<file path="src/rtl/wb_arbiter_pkg.sv">
// Shared types and helpers for the Wishbone round-robin arbiter and its picker.
package wb_arbiter_pkg;

    typedef enum logic [1:0] {
        IDLE  = 2'd0,
        GRANT = 2'd1,
        ABORT = 2'd2
    } arb_state_t;

    localparam int WB_ARB_MAX_MASTERS = 8;

    // Index of the set bit in a one-hot vector; zero when no bit is set.
    function automatic logic [2:0] onehot_to_idx(input logic [WB_ARB_MAX_MASTERS-1:0] oh);
        logic [2:0] idx;
        idx = '0;
        for (int i = 0; i < WB_ARB_MAX_MASTERS; i++) begin
            if (oh[i]) begin
                idx = 3'(i);
            end
        end
        return idx;
    endfunction

endpackage

</file>
<file path="src/rtl/wb_arbiter_rr_picker.sv">
// Combinational round-robin picker: first set request after 'last', wrapping around.
module rr_picker #(
    parameter int N = 2,
    localparam int IW = (N > 1) ? $clog2(N) : 1
) (
    input  logic [N-1:0]  req,
    input  logic [IW-1:0] last,
    output logic [N-1:0]  pick,
    output logic          valid
);

    always_comb begin
        logic [IW-1:0] idx;
        pick  = '0;
        valid = 1'b0;
        idx   = '0;
        // Offset N revisits 'last' itself, so a lone requester can win again.
        for (int k = 1; k <= N; k++) begin
            idx = IW'((int'(last) + k) % N);
            if (!valid && req[idx]) begin
                pick[idx] = 1'b1;
                valid     = 1'b1;
            end
        end
    end

endmodule

</file>
<file path="src/rtl/wb_arbiter.sv">
// Round-robin Wishbone arbiter: holds the grant for a whole CYC burst and aborts
// slave cycles that stall past TIMEOUT with an ERR to the owning master.
module wb_arbiter
    import wb_arbiter_pkg::*;
#(
    parameter int NUM_MASTERS = 2,
    parameter int ADDR_WIDTH  = 16,
    parameter int DATA_WIDTH  = 16,
    parameter int TIMEOUT     = 255
) (
    input  logic                              clk,
    input  logic                              reset,
    input  logic [NUM_MASTERS-1:0]            m_cyc,
    input  logic [NUM_MASTERS-1:0]            m_stb,
    input  logic [NUM_MASTERS-1:0]            m_we,
    input  logic [NUM_MASTERS*ADDR_WIDTH-1:0] m_adr,
    input  logic [NUM_MASTERS*DATA_WIDTH-1:0] m_dat_w,
    output logic [NUM_MASTERS-1:0]            m_ack,
    output logic [NUM_MASTERS-1:0]            m_err,
    output logic [DATA_WIDTH-1:0]             m_dat_r,
    output logic                              s_cyc,
    output logic                              s_stb,
    output logic                              s_we,
    output logic [ADDR_WIDTH-1:0]             s_adr,
    output logic [DATA_WIDTH-1:0]             s_dat_w,
    input  logic                              s_ack,
    input  logic                              s_err,
    input  logic [DATA_WIDTH-1:0]             s_dat_r,
    output logic [NUM_MASTERS-1:0]            gnt,
    output logic                              timeout_evt
);

    localparam int IDX_W          = $clog2(NUM_MASTERS);
    localparam int WB_ARB_TIMER_W = $clog2(TIMEOUT + 1);
    localparam logic [WB_ARB_TIMER_W-1:0] TIMER_LAST = WB_ARB_TIMER_W'(TIMEOUT - 1);

    arb_state_t                state_q, state_d;
    logic [NUM_MASTERS-1:0]    gnt_q, gnt_d;
    logic [IDX_W-1:0]          last_q, last_d;
    logic [WB_ARB_TIMER_W-1:0] timer_q, timer_d;
    logic                      evt_q, evt_d;

    logic [NUM_MASTERS-1:0]    pick;
    logic                      pick_valid;
    logic [IDX_W-1:0]          pick_idx;
    logic                      cyc_g, stb_g;
    logic                      bus_active, ack_route, err_route;

    rr_picker #(.N(NUM_MASTERS)) u_picker (
        .req   (m_cyc),
        .last  (last_q),
        .pick  (pick),
        .valid (pick_valid)
    );

    assign pick_idx = IDX_W'(onehot_to_idx(WB_ARB_MAX_MASTERS'(pick)));

    // While granted, last_q doubles as the index of the owning master.
    assign cyc_g = m_cyc[last_q];
    assign stb_g = m_stb[last_q];

    always_comb begin
        state_d = state_q;
        gnt_d   = gnt_q;
        last_d  = last_q;
        timer_d = timer_q;
        evt_d   = 1'b0;
        unique case (state_q)
            IDLE: begin
                timer_d = '0;
                if (pick_valid) begin
                    gnt_d   = pick;
                    last_d  = pick_idx;
                    state_d = GRANT;
                end
            end
            GRANT: begin
                if (!cyc_g) begin
                    gnt_d   = '0;
                    timer_d = '0;
                    state_d = IDLE;
                end else if (stb_g && !s_ack && !s_err) begin
                    if (timer_q == TIMER_LAST) begin
                        timer_d = '0;
                        evt_d   = 1'b1;
                        state_d = ABORT;
                    end else if (timer_q != '1) begin
                        timer_d = timer_q + 1'b1;
                    end
                end else begin
                    timer_d = '0;
                end
            end
            ABORT: begin
                if (!cyc_g) begin
                    gnt_d   = '0;
                    state_d = IDLE;
                end
            end
            default: begin
                gnt_d   = '0;
                state_d = IDLE;
            end
        endcase
    end

    always_ff @(posedge clk) begin
        if (reset) begin
            state_q <= IDLE;
            gnt_q   <= '0;
            last_q  <= IDX_W'(NUM_MASTERS - 1);
            timer_q <= '0;
            evt_q   <= 1'b0;
        end else begin
            state_q <= state_d;
            gnt_q   <= gnt_d;
            last_q  <= last_d;
            timer_q <= timer_d;
            evt_q   <= evt_d;
        end
    end

    // Reset gates the bus immediately so a sampled reset never lets a beat complete.
    assign bus_active = (state_q == GRANT) && !reset;
    assign ack_route  = bus_active && s_ack;
    // evt_q is high only in the first ABORT cycle, which is when the abort ERR is due.
    assign err_route  = !reset && (((state_q == GRANT) && s_err) ||
                                   ((state_q == ABORT) && evt_q));

    assign s_cyc   = bus_active && cyc_g;
    assign s_stb   = bus_active && stb_g;
    assign s_we    = bus_active && m_we[last_q];
    assign s_adr   = bus_active ? m_adr[last_q*ADDR_WIDTH +: ADDR_WIDTH] : '0;
    assign s_dat_w = bus_active ? m_dat_w[last_q*DATA_WIDTH +: DATA_WIDTH] : '0;

    generate
        for (genvar gi = 0; gi < NUM_MASTERS; gi++) begin : g_route
            assign m_ack[gi] = gnt_q[gi] && ack_route;
            assign m_err[gi] = gnt_q[gi] && err_route;
        end
    endgenerate

    assign m_dat_r     = s_dat_r;
    assign gnt         = gnt_q;
    assign timeout_evt = evt_q;

endmodule

</file>
<file path="config.mk">
export PLATFORM = sky130hd
export DESIGN_NAME = wb_arbiter
export DESIGN_NICKNAME = d
export VERILOG_FILES = /design/src/rtl/wb_arbiter_pkg.sv /design/src/rtl/wb_arbiter_rr_picker.sv /design/src/rtl/wb_arbiter.sv
export SDC_FILE = /design/constraint.sdc
export NUM_CORES = 1
export LEC_CHECK = 0
export BUFFER_PORTS_ARGS = -buffer_cell sky130_fd_sc_hd__buf_2
export CAP_MARGIN = 20
export CORE_MARGIN = 2
export CORE_UTILIZATION = 34
export CTS_BUF_LIST = sky130_fd_sc_hd__clkbuf_2 sky130_fd_sc_hd__clkbuf_4 sky130_fd_sc_hd__clkbuf_8
export DETAILED_ROUTE_END_ITERATION = 16
export PLACE_DENSITY = 0.79
export SKIP_CTS_REPAIR_TIMING = 1
export SYNTH_ARGS = -nofsm -noshare
export SYNTH_HDL_FRONTEND = slang
export SYNTH_SLANG_ARGS = --single-unit
</file>
<file path="constraint.sdc">
create_clock -name clk -period 1.8 [get_ports clk]
set_clock_uncertainty 0.2 [all_clocks]
set_input_delay 0 -clock clk [delete_from_list [all_inputs] [get_ports clk]]
set_output_delay 0 -clock clk [all_outputs]
set_load 0.02 [all_outputs]
</file>
==> results.py <==
metrics = {
    "sta": {
        "tns_ns": 0,
        "report.final.slew_viol_count": 0,
        "period_minus_slack_ns": 1.72,
        "rsz0062_at_grt": "yes",
        "finalHoldWorstSlack_ns": 0.0234,
        "hold_viol": 0,
        "slew_headroom_pct": 77.2,
        "tightest_slew_ns": 0.339,
        "min_period_over_period_pct": 95.6,
        "setup_viol": 0,
        "fmax_mhz": 581,
        "fin_ws_ns": 0.0787,
    },
    "min_path": {
        "hold_path_class": "in -> reg",
    },
    "die": {
        "io_pins": 148,
        "dieWidth_um": 71.7,
        "num_rows": 24,
        "chipHeight_um": 71.7,
        "die_area_um2": 5140,
        "core_um2": 4380,
        "start_util_pct": 35.5,
    },
    "synth": {
        "synth.top_cells.by_area": "mux2i_1 23%, dfxtp_1 18%, nor2_1 11%",
        "synth_area_um2": 1560,
        "ys_top_cells_by_count": "47 x nor2_1, 35 x mux2i_1, 17 x buf_4",
        "synth.yosys.seq_area_share_pct": 18.0,
        "synth_cells": 211,
        "yosysTopAreaCell": "mux2i_1",
        "yosysMostFrequentCell": "nor2_1",
        "synth_area_per_cell_um2": 7.38,
        "yosysUniqueCellTypes": 40,
        "synth-edff-count": 0,
        "synth_flop_cell": "dfxtp_1",
        "synth_nets": 306,
        "synth_top_area_share_pct": 22.5,
        "yosys_warnings": 0,
        "async_flop_share_pct": 0,
        "ys_ff_latch": 14,
    },
    "clock_network": {
        "path_clk_slew_ns": 0.06,
        "clock_sinks": 14,
        "insertion_delay_ns": 0.25,
        "clock-root-buffer": "clkbuf_8",
        "cts.path.max_buffers": 2,
        "htreeDepth": 1,
        "cts_buffers": 3,
        "cts_tree": "done",
    },
    "detailed_routing": {
        "drt_iter0_drc": 154,
        "wl_um": 5410,
        "first_pass_iters": 4,
        "via_per_inst": 5.06,
        "vias": 1934,
        "drtAntennaViolNets": 0,
        "drc": 0,
        "wl_per_cell_um": 14.2,
    },
    "final_layout": {
        "drive_gt1_share_pct": 45.8,
        "antenna_cells": 0,
        "fin_util_pct": 54.8,
        "area_growth_pct": 54.4,
        "fin_nets": 426,
    },
    "run_status": {
        "status": "completed",
    },
    "global_route": {
        "grt_overflow_total": 0,
        "grt_pass1_vias": 1638,
        "grt_max_degree": 38,
        "grt_pass1_wl_um": 7210,
        "antenna_found_initial": 0,
        "grt_usage_pct": 17.1,
    },
    "setup_path": {
        "regToRegSetupSlack_ns": 0.08,
        "crit_required_ns": 1.72,
        "arrival_ns": 1.64,
        "end_kind": "register",
        "critPathKind": "reg -> reg",
        "start_kind": "register",
        "path_max_fanout": 6,
    },
    "run": {
        "maxCapViolations": 0,
    },
    "place": {
        "place_ws_ns": -0.0203,
        "io_buffers": 115,
        "finalWeightedCongestion": 0.854,
        "dp_hpwl_um": 3820,
    },
    "power_and_ir_drop": {
        "ir_worst_vdd_mv": 0.305,
        "fin_total_pwr_uw": 1320,
        "power_leakage_uw": 0.00132,
        "powerDensity_nw_per_um2": 550,
    },
}
==> routing by layer <==
| metal | part of all wire (%) | vias to the layer above | wire length (um) | track usage [%] |
|---|---|---|---|---|
| li1 | - | 953 | - | - |
| met1 | 39 | 872 | 2120 | 21.2 |
| met2 | 53 | 100 | 2850 | 28.3 |
| met3 | 6.3 | 9 | 341 | 2.95 |
| met4 | 1.9 | 0 | 102 | 9.01 |
| met5 | 0 | - | 0 | 0 |
==> critical path, cell delays in order (launching register included) <==
cell,delay (ns)
dfxtp_1,0.42
nand4_1,0.24
or3_4,0.49
nand4_1,0.11
o221ai_1,0.13
==> path summary, 6_finish.rpt <==
kind | startpoint | cells after the start | end
worst max-delay path | timer_q[3]$_SDFFE_PP0P_ | 4 | timer_q[7]$_SDFFE_PP0P_
worst max register to register | timer_q[3]$_SDFFE_PP0P_ | 4 | timer_q[7]$_SDFFE_PP0P_
worst min register to register | state_q[1]$_SDFFE_PP0P_ | 2 | state_q[1]$_SDFFE_PP0P_
worst min-delay path | m_cyc[1] | 5 | gnt[1]$_SDFFE_PP0P_
==> report_power, final <==
| part | internal, uW | switching, uW |
|---|---|---|
| Combinational | 297 | 361 |
| Sequential | 325 | 15.8 |
| Clock | 194 | 128 |
| Total | 816 | 505 |
==> final cells by class <==
type | count | area (um2)
clock buffer | 4 | 55.1
timing repair buffer | 144 | 850
sequential | 14 | 285
fill | 380 | 1980
multi-input combinational | 156 | 1100
inverter | 12 | 45.0
tap | 52 | 65.1
==> metrics by stage <==
stage / cells / cell area, um2
2_1_floorplan: 211 / 1560
3_3_place_gp: 357 / 2070
3_5_place_dp: 357 / 2070
4_1_cts: 361 / 2120
5_1_grt: 382 / 2400
6_report: 382 / 2400
==> flip-flops by register name, summed over array words and instances (netlist names) <==
name         flops
state_q          2
timer_q          8
timeout_evt      1
gnt              2
last_q           1
==> cell usage in the layout, fill, tap and decap left out, drive strengths merged, types with 2 or more instances in the layout <==
master / Yosys / routed
ha: 5 / 5
a31oi: 4 / 4
or2: 3 / 3
dfxtp: 14 / 14
nor3: 2 / 2
nand4: 2 / 2
o221ai: 5 / 5
o21ai: 5 / 5
nor4: 2 / 2
mux2i: 35 / 35
a21oi: 5 / 5
and2: 2 / 2
a211oi: 2 / 2
nand2: 10 / 10
and3: 2 / 2
nor2: 47 / 47
buf: 25 / 126
dlygate4sd3: 0 / 18
nand2b: 2 / 2
nand3: 10 / 10
clkbuf: 4 / 4
inv: 12 / 12
==> cells by family after synthesis <==
kind of cell / Yosys count / share of synthesized area (%)
and+or+nand+nor: 87 / 26.7
buffers and inverters: 41 / 15.4
muxes: 36 / 23.2
AOI/OAI and AO/OA: 27 / 12.1
DFF: 14 / 18.0
adders and majority gates: 6 / 4.66
(Power assumes the default switching activity.)
